### src/rtl/uart_pkg.sv
// Shared definitions for the FIFO-backed UART transmitter: FSM states, register
// addresses, parity mode codes and status/control bit positions.
package uart_pkg;

    typedef enum logic [2:0] {
        IDLE   = 3'd0,
        START  = 3'd1,
        DATA   = 3'd2,
        PARITY = 3'd3,
        STOP   = 3'd4
    } tx_state_e;

    localparam logic [1:0] ADDR_DATA = 2'd0;
    localparam logic [1:0] ADDR_CTRL = 2'd1;
    localparam logic [1:0] ADDR_DIVL = 2'd2;
    localparam logic [1:0] ADDR_DIVH = 2'd3;

    localparam logic [1:0] PAR_NONE  = 2'b00;
    localparam logic [1:0] PAR_EVEN  = 2'b01;
    localparam logic [1:0] PAR_ODD   = 2'b10;

    localparam int ST_ACTIVE_BIT    = 0;
    localparam int ST_EMPTY_BIT     = 1;
    localparam int ST_FULL_BIT      = 2;
    localparam int ST_OVF_BIT       = 3;
    localparam int CTRL_IRQ_BIT     = 0;
    localparam int CTRL_CLR_OVF_BIT = 7;

    // Mode 11 behaves like 00: no parity bit in the frame.
    function automatic logic parity_enabled(input logic [1:0] mode);
        return (mode == PAR_EVEN) || (mode == PAR_ODD);
    endfunction

endpackage

### src/rtl/sync_fifo.sv
// First-word-fall-through FIFO with wrap-bit pointers; full is judged before a
// same-cycle pop so a push into a full FIFO is always refused.
module sync_fifo #(
    parameter int WIDTH = 8,
    parameter int DEPTH = 16,
    localparam int AW   = $clog2(DEPTH)
) (
    input  logic             i_clk,
    input  logic             i_reset_n,
    input  logic             push_i,
    input  logic [WIDTH-1:0] data_i,
    input  logic             pop_i,
    output logic [WIDTH-1:0] data_o,
    output logic             full_o,
    output logic             empty_o,
    output logic [AW:0]      count_o
);

    logic [WIDTH-1:0] mem_q [DEPTH];
    logic [AW:0]      wr_ptr_q, wr_ptr_d;
    logic [AW:0]      rd_ptr_q, rd_ptr_d;
    logic             push_ok, pop_ok;

    assign full_o  = (wr_ptr_q[AW] != rd_ptr_q[AW]) && (wr_ptr_q[AW-1:0] == rd_ptr_q[AW-1:0]);
    assign empty_o = (wr_ptr_q == rd_ptr_q);
    assign count_o = wr_ptr_q - rd_ptr_q;
    assign data_o  = mem_q[rd_ptr_q[AW-1:0]];

    assign push_ok = push_i && !full_o;
    assign pop_ok  = pop_i && !empty_o;

    always_comb begin
        wr_ptr_d = wr_ptr_q;
        rd_ptr_d = rd_ptr_q;
        if (push_ok) wr_ptr_d = wr_ptr_q + 1'b1;
        if (pop_ok)  rd_ptr_d = rd_ptr_q + 1'b1;
    end

    always_ff @(posedge i_clk or negedge i_reset_n) begin
        if (!i_reset_n) begin
            wr_ptr_q <= '0;
            rd_ptr_q <= '0;
        end else begin
            wr_ptr_q <= wr_ptr_d;
            rd_ptr_q <= rd_ptr_d;
        end
    end

    always_ff @(posedge i_clk) begin
        if (push_ok) mem_q[wr_ptr_q[AW-1:0]] <= data_i;
    end

endmodule

### src/rtl/uart_tx_fifo.sv
// UART transmitter with transmit FIFO, runtime divisor and optional parity.
// UART_TX_FIFO_LEVEL_EN adds a fill-level field to status and a half-drain interrupt.
module uart_tx_fifo
    import uart_pkg::*;
#(
    parameter int SYS_CLK    = 50_000_000,
    parameter int BAUDRATE   = 115200,
    parameter int DATA_BITS  = 8,
    parameter int STOP_BITS  = 1,
    parameter int FIFO_DEPTH = 16,
    parameter int DIV_W      = 16
) (
    input  logic       i_clk,
    input  logic       i_reset_n,
    input  logic [1:0] i_addr,
    input  logic [7:0] i_dat,
    output logic [7:0] o_dat,
    input  logic       i_we,
    input  logic       i_cyc,
    output logic       tx,
    output logic       o_int
);

    localparam int CW = $clog2(FIFO_DEPTH) + 1;
    localparam logic [DIV_W-1:0] DIV_RST = DIV_W'(SYS_CLK / BAUDRATE);

    tx_state_e              state_q, state_d;
    logic [DIV_W-1:0]       div_q, div_d;
    logic [DIV_W-1:0]       div_lat_q, div_lat_d;
    logic [DIV_W-1:0]       baud_q, baud_d;
    logic [2:0]             bit_q, bit_d;
    logic [DATA_BITS-1:0]   shift_q, shift_d;
    logic [2:0]             ctrl_q, ctrl_d;
    logic                   ovf_q, ovf_d;
    logic                   par_en_q, par_en_d;
    logic                   par_bit_q, par_bit_d;
    logic                   tx_q, tx_d;
    logic                   int_q, int_d;

    logic                   bus_wr, fifo_push, fifo_pop, load, tick, lvl_irq;
    logic                   fifo_full, fifo_empty;
    logic [DATA_BITS-1:0]   fifo_dout;
    logic [CW-1:0]          fifo_count;
    logic [3:0]             level_nib;
    logic [7:0]             status;

    assign bus_wr    = i_cyc && i_we;
    assign fifo_push = bus_wr && (i_addr == ADDR_DATA);
    assign tick      = (baud_q == div_lat_q - 1'b1);

    sync_fifo #(.WIDTH(DATA_BITS), .DEPTH(FIFO_DEPTH)) u_fifo (
        .i_clk    (i_clk),
        .i_reset_n(i_reset_n),
        .push_i   (fifo_push),
        .data_i   (i_dat[DATA_BITS-1:0]),
        .pop_i    (fifo_pop),
        .data_o   (fifo_dout),
        .full_o   (fifo_full),
        .empty_o  (fifo_empty),
        .count_o  (fifo_count)
    );

`ifdef UART_TX_FIFO_LEVEL_EN
    assign level_nib = (int'(fifo_count) > 15) ? 4'hF : 4'(fifo_count);
    assign lvl_irq   = fifo_pop && !fifo_push && ctrl_q[CTRL_IRQ_BIT]
                       && (fifo_count == CW'(FIFO_DEPTH / 2));
`else
    logic unused_count;
    assign unused_count = ^fifo_count;
    assign level_nib    = 4'h0;
    assign lvl_irq      = 1'b0;
`endif

    // A write with the clear-ovf bit set only clears ovf; ctrl keeps its value.
    always_comb begin
        div_d  = div_q;
        ctrl_d = ctrl_q;
        ovf_d  = ovf_q;
        if (bus_wr) begin
            case (i_addr)
                ADDR_DATA: if (fifo_full) ovf_d = 1'b1;
                ADDR_CTRL: begin
                    if (i_dat[CTRL_CLR_OVF_BIT]) ovf_d = 1'b0;
                    else                         ctrl_d = i_dat[2:0];
                end
                ADDR_DIVL: div_d[7:0] = i_dat;
                ADDR_DIVH: div_d = DIV_W'({i_dat, div_q[7:0]});
                default:   ;
            endcase
        end
    end

    always_comb begin
        status                   = {level_nib, 4'b0};
        status[ST_ACTIVE_BIT]    = (state_q != IDLE);
        status[ST_EMPTY_BIT]     = fifo_empty;
        status[ST_FULL_BIT]      = fifo_full;
        status[ST_OVF_BIT]       = ovf_q;
        case (i_addr)
            ADDR_DATA: o_dat = status;
            ADDR_CTRL: o_dat = {5'b0, ctrl_q};
            ADDR_DIVL: o_dat = div_q[7:0];
            default:   o_dat = 8'(div_q >> 8);
        endcase
    end

    always_comb begin
        state_d   = state_q;
        baud_d    = baud_q;
        div_lat_d = div_lat_q;
        bit_d     = bit_q;
        shift_d   = shift_q;
        par_en_d  = par_en_q;
        par_bit_d = par_bit_q;
        tx_d      = tx_q;
        int_d     = 1'b0;
        load      = 1'b0;
        if (state_q != IDLE) baud_d = tick ? '0 : baud_q + 1'b1;
        case (state_q)
            IDLE:  load = !fifo_empty;
            START: if (tick) begin
                state_d = DATA;
                tx_d    = shift_q[0];
                bit_d   = '0;
            end
            DATA: if (tick) begin
                if (bit_q == 3'(DATA_BITS - 1)) begin
                    bit_d = '0;
                    if (par_en_q) begin
                        state_d = PARITY;
                        tx_d    = par_bit_q;
                    end else begin
                        state_d = STOP;
                        tx_d    = 1'b1;
                    end
                end else begin
                    shift_d = shift_q >> 1;
                    tx_d    = shift_q[1];
                    bit_d   = bit_q + 1'b1;
                end
            end
            PARITY: if (tick) begin
                state_d = STOP;
                tx_d    = 1'b1;
            end
            STOP: if (tick) begin
                if (bit_q == 3'(STOP_BITS - 1)) begin
                    if (!fifo_empty) begin
                        load = 1'b1;
                    end else begin
                        state_d = IDLE;
                        int_d   = ctrl_q[CTRL_IRQ_BIT];
                    end
                end else begin
                    bit_d = bit_q + 1'b1;
                end
            end
            default: state_d = IDLE;
        endcase
        // Frame start: divisor and parity are sampled here so mid-frame writes wait.
        if (load) begin
            state_d   = START;
            shift_d   = fifo_dout;
            div_lat_d = (div_q < DIV_W'(2)) ? DIV_W'(2) : div_q;
            baud_d    = '0;
            bit_d     = '0;
            tx_d      = 1'b0;
            par_en_d  = parity_enabled(ctrl_q[2:1]);
            par_bit_d = (^fifo_dout) ^ (ctrl_q[2:1] == PAR_ODD);
        end
        int_d = int_d | lvl_irq;
    end

    assign fifo_pop = load;
    assign tx       = tx_q;
    assign o_int    = int_q;

    always_ff @(posedge i_clk or negedge i_reset_n) begin
        if (!i_reset_n) begin
            state_q   <= IDLE;
            div_q     <= DIV_RST;
            div_lat_q <= DIV_RST;
            baud_q    <= '0;
            bit_q     <= '0;
            shift_q   <= '0;
            ctrl_q    <= '0;
            ovf_q     <= 1'b0;
            par_en_q  <= 1'b0;
            par_bit_q <= 1'b0;
            tx_q      <= 1'b1;
            int_q     <= 1'b0;
        end else begin
            state_q   <= state_d;
            div_q     <= div_d;
            div_lat_q <= div_lat_d;
            baud_q    <= baud_d;
            bit_q     <= bit_d;
            shift_q   <= shift_d;
            ctrl_q    <= ctrl_d;
            ovf_q     <= ovf_d;
            par_en_q  <= par_en_d;
            par_bit_q <= par_bit_d;
            tx_q      <= tx_d;
            int_q     <= int_d;
        end
    end

endmodule

### config.mk
export PLATFORM = sky130hd
export DESIGN_NAME = uart_tx_fifo
export DESIGN_NICKNAME = d
export VERILOG_FILES = /design/src/rtl/uart_pkg.sv /design/src/rtl/sync_fifo.sv /design/src/rtl/uart_tx_fifo.sv
export SDC_FILE = /design/constraint.sdc
export NUM_CORES = 1
export LEC_CHECK = 0
export CAP_MARGIN = 10
export CORE_MARGIN = 1.5
export CORE_UTILIZATION = 25
export CTS_BUF_LIST = sky130_fd_sc_hd__clkbuf_8
export DETAILED_ROUTE_END_ITERATION = 10
export GPL_TIMING_DRIVEN = 0
export HOLD_SLACK_MARGIN = 0.02
export PLACE_DENSITY = 0.39
export SKIP_LAST_GASP = 1
export SYNTH_ARGS = -nofsm -noshare
export SYNTH_HDL_FRONTEND = slang
export SYNTH_HIERARCHICAL = 1
export SYNTH_SLANG_ARGS = --single-unit
### constraint.sdc
create_clock -name i_clk -period 3.8 [get_ports i_clk]
set_input_delay 0.38 -clock i_clk [delete_from_list [all_inputs] [get_ports i_clk]]
set_output_delay 0.38 -clock i_clk [all_outputs]
set_load 0.02 [all_outputs]
After elaboration in Yosys (flattened, before gate mapping):

Memories as Yosys holds them, arrays and structs flattened.
Index checks and enable logic that the tools add are counted.

* flip-flop bits (word level): 80
* memory bits (writable): 128
* input bits: 14
* output and inout bits: 10
* logic and storage cells: 123
* memories kept: 1

* add/subtract/negate cells: 5
* magnitude comparators: 1
* eq/ne operators: 26
* muxes and demuxes: 46
* bitwise logic cells: 2
* reductions and logical operators: 27

Memory list
* u_fifo.mem_q: depth 16, bits a word 8, read ports 1, clocked after Yosys merged registers in 0, write ports 1, line sync_fifo.sv:19 `logic [WIDTH-1:0] mem_q [DEPTH];`

Operators with widths (count)
* two-way mux 16 bit: 4
* two-way mux 3 bit: 15
* two-way mux 8 bit: 4
* inequality test 3 x 2 -> 1 bit (second input constant): 8
* case mux 8 bit (3 select lines): 1
* two-way mux 1 bit: 17
* adder 16 x 1 -> 16 bit (second input constant): 1
* equality test 16 bit: 1
* less-than comparator 16 x 2 -> 1 bit (second input constant): 1
* subtractor 16 x 1 -> 16 bit (second input constant): 1
* case mux 3 bit (5 select lines): 1
* adder 5 x 1 -> 5 bit (second input constant): 2
* case mux 3 bit (3 select lines): 1
* AND reduction 4 bit: 2
* AND reduction 8 bit: 1
* nonzero test 2 bit: 4
* nonzero test 4 bit: 2
* parity 8 bit: 1
* equality test 2 bit (second input constant): 3
* equality test 3 x 2 -> 1 bit (second input constant): 2
* equality test 3 bit (second input constant): 2
* logical NOT 3 bit: 2
* AND reduction 3 bit: 2
* equality test 5 bit: 1
* 18 further kinds: 28

Longest topological paths before layout:

Gate-level depths: netlist of run 1.

* depth in word-level cells: 7
* mapped depth: 14
* depth with buffers taken out: 12

Hierarchy:

The synthesis of run 1 kept the hierarchy.

Modules (own cells, without submodules)
* sync_fifo: instances 1, cells each 297, area each 5750.5 um^2, sequential area each 4093.9 um^2
* uart_tx_fifo: instances 1, cells each 389, area each 4136.5 um^2, sequential area each 1765.4 um^2

Least setup slack after synthesis of run 1:

Ideal clock, no wire load.

* path type: flip-flop to flip-flop
* start point: reg div_lat_q[0]
* end point: reg u_fifo.rd_ptr_q[4]
* data arrival time: 3.346 ns
* data required time: 3.676 ns
* path slack: 0.330 ns
* stages on the path, launching flop included: 15
* buffers on the path: 2
* clock period less this slack: 3.470 ns
* cell sequence: dfrtp_1 clkbuf_1 inv_1 ha_1 or4b_4 nor4_1 xnor2_1 o2111ai_1 nor4_1 o21ai_0 inv_1 buf_2 a21boi_1 nand4_1 xnor2_1

* longest elaborated chain between the ends: 5

Ends and longest elaborated chain
* start: declaration: line uart_tx_fifo.sv:29 `logic [DIV_W-1:0] div_lat_q, div_lat_d;`
* start signal: assignment: line uart_tx_fifo.sv:195 `div_lat_q <= div_lat_d;`
* subtractor 16 x 1 -> 16 bit: line uart_tx_fifo.sv:49 `assign tick = (baud_q == div_lat_q - 1'b1);`
* equality test 16 bit: line uart_tx_fifo.sv:49
* two-way mux 1 bit: line uart_tx_fifo.sv:146 `STOP: if (tick) begin`
* case mux 1 bit (2 select lines): line uart_tx_fifo.sv:119 `case (state_q)`
* via fifo_pop: line uart_tx_fifo.sv:40 `logic bus_wr, fifo_push, fifo_pop, load, tick, lvl_irq;`
* logical AND 1 bit: line sync_fifo.sv:30 `assign pop_ok = pop_i && !empty_o;`
* end signal: assignment: line sync_fifo.sv:45 `rd_ptr_q <= rd_ptr_d;`
* end: declaration: line sync_fifo.sv:21 `logic [AW:0] rd_ptr_q, rd_ptr_d;`

The timed path passes the listed nets, and every way through them passes these cells.
A chain may end at the register's enable or synchronous reset.

Final worst setup path of run 1:

Ends and elaborated chain as after synthesis.

==> flow_summary.toml, run 1 <==
[sta]
hold_viol_final = 0
rsz0062_at_grt = "yes"
setup_ws_ns = 0.184
slew_viol_final = 0
worst_pin_slew_ns = 0.932
relSlewSlack = 0.377
setup_viol = 0
tns_ns = 0
fin_crit_ns = 3.62
max_freq_mhz = 277
clock-skew-final_ns = 0.0283
fin_crit_sh = 0.952

[pwr]
p_sw_frac = 0.344
p_clk_frac = 0.261
seqPwrFrac = 0.384
internal_power_mw = 5.17
power.leakage_nw = 4.36
peakVddDrop_uv = 275
combPwrFrac = 0.355
powerDensity_nw_per_um2 = 681
switchingPower_mw = 2.72

[clock_tree]
cts_root_buf = "clkbuf_8"
clkSinkCount = 208
htreeDepth = 2
cts_inserted_buffers = 39
tritoncts = "built"
insertion_delay_ns = 0.56
cts_buffer_depth = 3
clk_pin_slew_ns = 0.06

[global_route]
grt_overflow = 0
use_met2 = 0.206
antenna_found_initial = 0
grt_max_degree = 64
grt_use_met1 = 0.155
grtUsageMet3 = 0.0265
grt_pass1_wl_um = 37400
grt_usage = 0.123
grt_pass1_vias = 6117
grt.busiest_layer = "met2"

[layout]
fin_util = 0.300
fin_nets = 777
final_cells = 1295
area_growth_pct = 18.2
drive_above_1_share = 0.229
antenna_cells = 0

[critical_path]
crit_required_ns = 4.24
cp.arrival_ns = 4.06
crit_fanout = 10
crit_slowest_cell = "or4b_4"
crit_chain = "clkbuf_1 -> inv_1 -> ha_2 -> or4b_4 -> nor4_4 -> o211a_1 -> o22ai_1 -> nor4_2 -> o21ai_2 -> inv_1 -> buf_6 -> a21boi_4 -> nand4_1 -> xnor2_1"
cp.depth = 14
worst-path-buf-inv = 4
reg2regPathDepth = 14
cpMostUsedCell = "inv_1"
start_kind = "register"
crit_family = "simple AND/OR/NAND/NOR gates"
critPathMaxStageDelay_ns = 0.53
critical_path_class = "reg2reg"
critPathCaptureType = "register"

[status]
outcome = "finished, final reports clean"

[drt]
routed_wl_um = 24300
wire_per_inst_um = 18.8
ant_nets = 0
drc = 0
dr.pass1.iters = 4
vias = 5889
first_iter_violations = 338
viasPerCell = 4.55

[floorplan]
die_h_um = 201
start_util = 0.254
die_w_um = 201
dieArea_um2 = 40400
std_cell_rows = 72
coreArea_um2 = 38600
ioPinCount = 24

[placed_design]
dp.cells = 1218
pre_cts_slack_ns = -0.526
place_congestion = 0.815
io_buffers = 23
place_hpwl_um = 16600

[yosys]
syn_inst = 676
syn_nets = 705
ys_warn_count = 6
netlist_area_um2 = 9810
syn-mean-instance-area_um2 = 14.5

[job]
max-cap-violations = 0

[worst_hold_path]
min_path_type = "in2async"
[what timing repair did]
action	in CTS	in global routing
buffers inserted	1	3
pin swaps	0	2
hold buffers	1	0
resized for setup	8	9
endpoints found under the hold margin	17	0
setup endpoints to repair	23	39
[placed cells by master, fill, tap and decap left out, types with 9 or more instances in the layout]
| cell type | instances |
|---|---|
| mux4_1 | 10 |
| nand2_1 | 29 |
| dfrtp_1 | 69 |
| clkdlybuf4s50_1 | 21 |
| and3_1 | 13 |
| a21oi_1 | 10 |
| o21ai_0 | 17 |
| xnor2_1 | 24 |
| mux2_4 | 12 |
| nor4_1 | 11 |
| mux2_2 | 34 |
| edfxtp_1 | 128 |
| a221oi_1 | 9 |
| o21ai_1 | 11 |
| mux4_2 | 17 |
| nor2_1 | 39 |
| nor3_1 | 9 |
| inv_1 | 32 |
| dfstp_2 | 11 |
| clkbuf_8 | 46 |
| xor2_1 | 22 |
| nand4_1 | 12 |
| clkbuf_1 | 9 |
| nand3_1 | 11 |
| ha_1 | 14 |
| mux2i_1 | 36 |
[worst reg2reg max path: cells and delay by family, from the launching register on]
| family | cells | cell delay, ns |
|---|---|---|
| DFF | 1 | 0.35 |
| buffers and inverters | 4 | 0.65 |
| xor gates and xnor gates | 1 | 0.16 |
| adders and majority gates | 1 | 0.23 |
| AOI/OAI and AO/OA | 4 | 0.80 |
| and+or+nand+nor | 4 | 1.34 |
[path summary, 6_finish.rpt]
check	start	slack, ns	end
setup / recovery	div_lat_q[0]	0.18	u_fifo/rd_ptr_q[4]
hold / removal	i_reset_n	0.26	o_int
setup reg to reg	div_lat_q[0]	0.18	u_fifo/rd_ptr_q[4]
hold reg to reg	ovf_q	0.52	ovf_q
max in group asynchronous	i_reset_n	2.88	div_lat_q[5]
min in group i_clk	ovf_q	0.52	ovf_q
[power by group through the flow]
stage                     Combinational [mW]  Sequential, mW  Clock, mW
final                                   2.80            3.03       2.06
after global routing                    3.07            3.07       2.25
after CTS                               2.83            3.02       2.16
after detailed placement                2.78            3.06          0
after global placement                  2.74            3.06          0
after floorplan                         2.08            2.95          0
[final cells by class]
cell class              instances  area [um2]
flip-flops and latches        208        5860
inverters                      17        63.8
well taps                     518         648
fillers                      3884       27100
multi-input cells             421        3740
clock buffers                  46         633
plain buffers                  30         235
repair buffers                 31         308
clock inverters                24         105
[sequential cells by signal, indices dropped and copies added (netlist names), 3 cells and up]
signal           flops
baud_q              16
bit_q                3
ctrl_q               3
div_lat_q           16
div_q               16
shift_q              8
state_q              3
u_fifo/mem_q       128
u_fifo/rd_ptr_q      5
u_fifo/wr_ptr_q      5
[stage by stage]
stage,hold slack [ns],area [um2],power [mW]
2_1_floorplan,0.0844,9810,5.03
3_3_place_gp,0.508,10700,5.80
3_5_place_dp,0.289,10700,5.84
4_1_cts,0.236,11500,8.01
5_1_grt,0.258,11600,8.39
6_report,0.264,11600,7.89
[routing by layer]
layer / share of wire / wire (um)
met1: 0.44 / 10600
met2: 0.49 / 12000
met3: 0.046 / 1130
met4: 0.026 / 624
met5: 0 / 0
Note: power is estimated with default switching activity, not from simulation.
==> inputs of run 2 (changes only) <==
- TNS_END_PERCENT: default -> 5
==> run 2 against run 1 <==
  * Sequential share of layout area about the same
  * Critical path depth decreased by 5
  * First-iteration DRC count is 1.2% higher
  * Largest cell class unchanged
==> flow_summary.toml, run 2 (synthesis gave the netlist of run 1 again) <==
[critical_path]
r2r_setup_slack_ns = 0.11
regToRegEndpoint = "u_fifo/rd_ptr_q[0]"
start_kind = "register"
worstSetupStartpoint = "u_fifo/rd_ptr_q[2]"
crit_slowest_cell = "clkdlybuf4s50_1"
crit_path_end = "o_dat[1]"
cp.arrival_ns = 3.37
critical_path_class = "reg2out"
reg2regPathDepth = 14
reg2reg_from = "div_lat_q[0]"
critPathCaptureType = "output pin"
crit_fanout = 10
cpMostUsedCell = "buf_6"
critPathMaxStageDelay_ns = 0.56
crit_chain = "buf_6 -> buf_6 -> buf_6 -> inv_1 -> ha_1 -> and4_1 -> and2_1 -> mux4_2 -> clkdlybuf4s50_1"
crit_required_ns = 3.42

[floorplan]
ioPinCount = 24
die_w_um = 201
dieArea_um2 = 40400
std_cell_rows = 72
start_util = 0.254
coreArea_um2 = 38600
die_h_um = 201

[pwr]
power.leakage_nw = 4.35
seqPwrFrac = 0.384
p_sw_frac = 0.345
internal_power_mw = 5.17
powerDensity_nw_per_um2 = 681
p_clk_frac = 0.261
combPwrFrac = 0.355
peakVddDrop_uv = 275
switchingPower_mw = 2.72

[layout]
antenna_cells = 0
final_common_cell = "edfxtp_1"
area_growth_pct = 18.1
final_cell_mix = "edfxtp_1, dfrtp_1, clkbuf_8"
largest_reg_flops = 128
fin_nets = 777
drive_above_1_share = 0.227
final_cells = 1295
fin_util = 0.300

[sta]
fin_crit_sh = 0.987
clock-skew-final_ns = 0.0281
max_freq_mhz = 267
worst_pin_slew_ns = 0.939
fin_crit_ns = 3.75
rsz0062_at_grt = "yes"
hold_viol_final = 0
slew_viol_final = 0
setup_viol = 0
relSlewSlack = 0.372

[clock_tree]
clk_pin_slew_ns = 0.06
htreeDepth = 2
tritoncts = "built"
insertion_delay_ns = 0.56
cts_root_buf = "clkbuf_8"
cts_buffer_depth = 3
clkSinkCount = 208
cts_inserted_buffers = 39

[drt]
met1Wirelength_um = 10700
dr.pass1.iters = 5
routed-wl-met3_um = 1050
dr_wl_met2_um = 12000
topRoutingLayerUsed = "met4"
wire_per_inst_um = 18.8
routed_wl_um = 24300
vias = 5886
viasPerCell = 4.55
drc = 0
ant_nets = 0
first_iter_violations = 342

[global_route]
antenna_found_initial = 0
grt_pass1_vias = 6100
grt_usage = 0.123
grt_overflow = 0
grt_max_degree = 64
grt_pass1_wl_um = 37400

[placed_design]
dp.cells = 1218
io_buffers = 23
place_congestion = 0.815
place_hpwl_um = 16600

[status]
outcome = "finished, final reports clean"

[job]
max-cap-violations = 0

[worst_hold_path]
min_path_type = "in2async"
run 2: worst max-delay path, delay by kind of cell, from the launching register on:
family | cells | cell delay, ns
flops | 1 | 0.36
mux | 1 | 0.53
fa+ha+maj | 1 | 0.28
simple gates | 2 | 0.48
buf+inv | 5 | 1.14
run 2: what timing repair did:
action                     4_1_cts  5_1_grt
pin swaps                        0        1
buffers inserted                 1        3
hold buffers                     1        0
hold endpoints to repair        17        0
setup endpoints to repair       23       34
resized for setup                7        6
run 2: cell type report:
class,instances,area (um2)
flip-flops and latches,208,5860
clock inverters,24,105
fillers,3882,27100
inverters,17,63.8
plain buffers,30,231
well taps,518,648
repair buffers,31,305
clock buffers,46,633
multi-input cells,421,3730
run 2: layer usage:
layer,vias to the layer above,GRT usage
li1,2733,-
met1,3008,0.155
met2,98,0.206
met3,47,0.0265
met4,0,0.0443
met5,-,0
run 2: how the worst min path moves through the flow:
stage	from	end	slack, ns	cells after the start
2_1_floorplan	i_reset_n	baud_q[0]	0.08	0
3_3_place_gp	ovf_q	ovf_q	0.51	2
3_5_place_dp	i_reset_n	baud_q[0]	0.29	1
4_1_cts	i_reset_n	o_int	0.24	2
5_1_grt	i_reset_n	o_int	0.26	2
6_report	i_reset_n	o_int	0.26	2
run 2: per-stage QoR:
step	area, um2	power [mW]	hold slack (ns)	setup slack [ns]	TNS, ns
detailed placement	10700	5.84	0.289	-0.526	-3.75
global placement	10700	5.80	0.508	-0.665	-48.06
global route	11600	8.39	0.258	-0.153	-1.38
CTS	11500	8.01	0.236	-0.0331	-0.250
finish	11600	7.89	0.264	0.0497	0
floorplan	9810	5.03	0.0844	0.330	0
run 2: power by group through the flow:
stage / combinational [mW] / sequential (mW) / clock, mW
2_1_floorplan: 2.08 / 2.95 / 0
3_3_place_gp: 2.74 / 3.06 / 0
3_5_place_dp: 2.78 / 3.06 / 0
4_1_cts: 2.82 / 3.02 / 2.16
5_1_grt: 3.06 / 3.07 / 2.25
6_report: 2.80 / 3.03 / 2.06
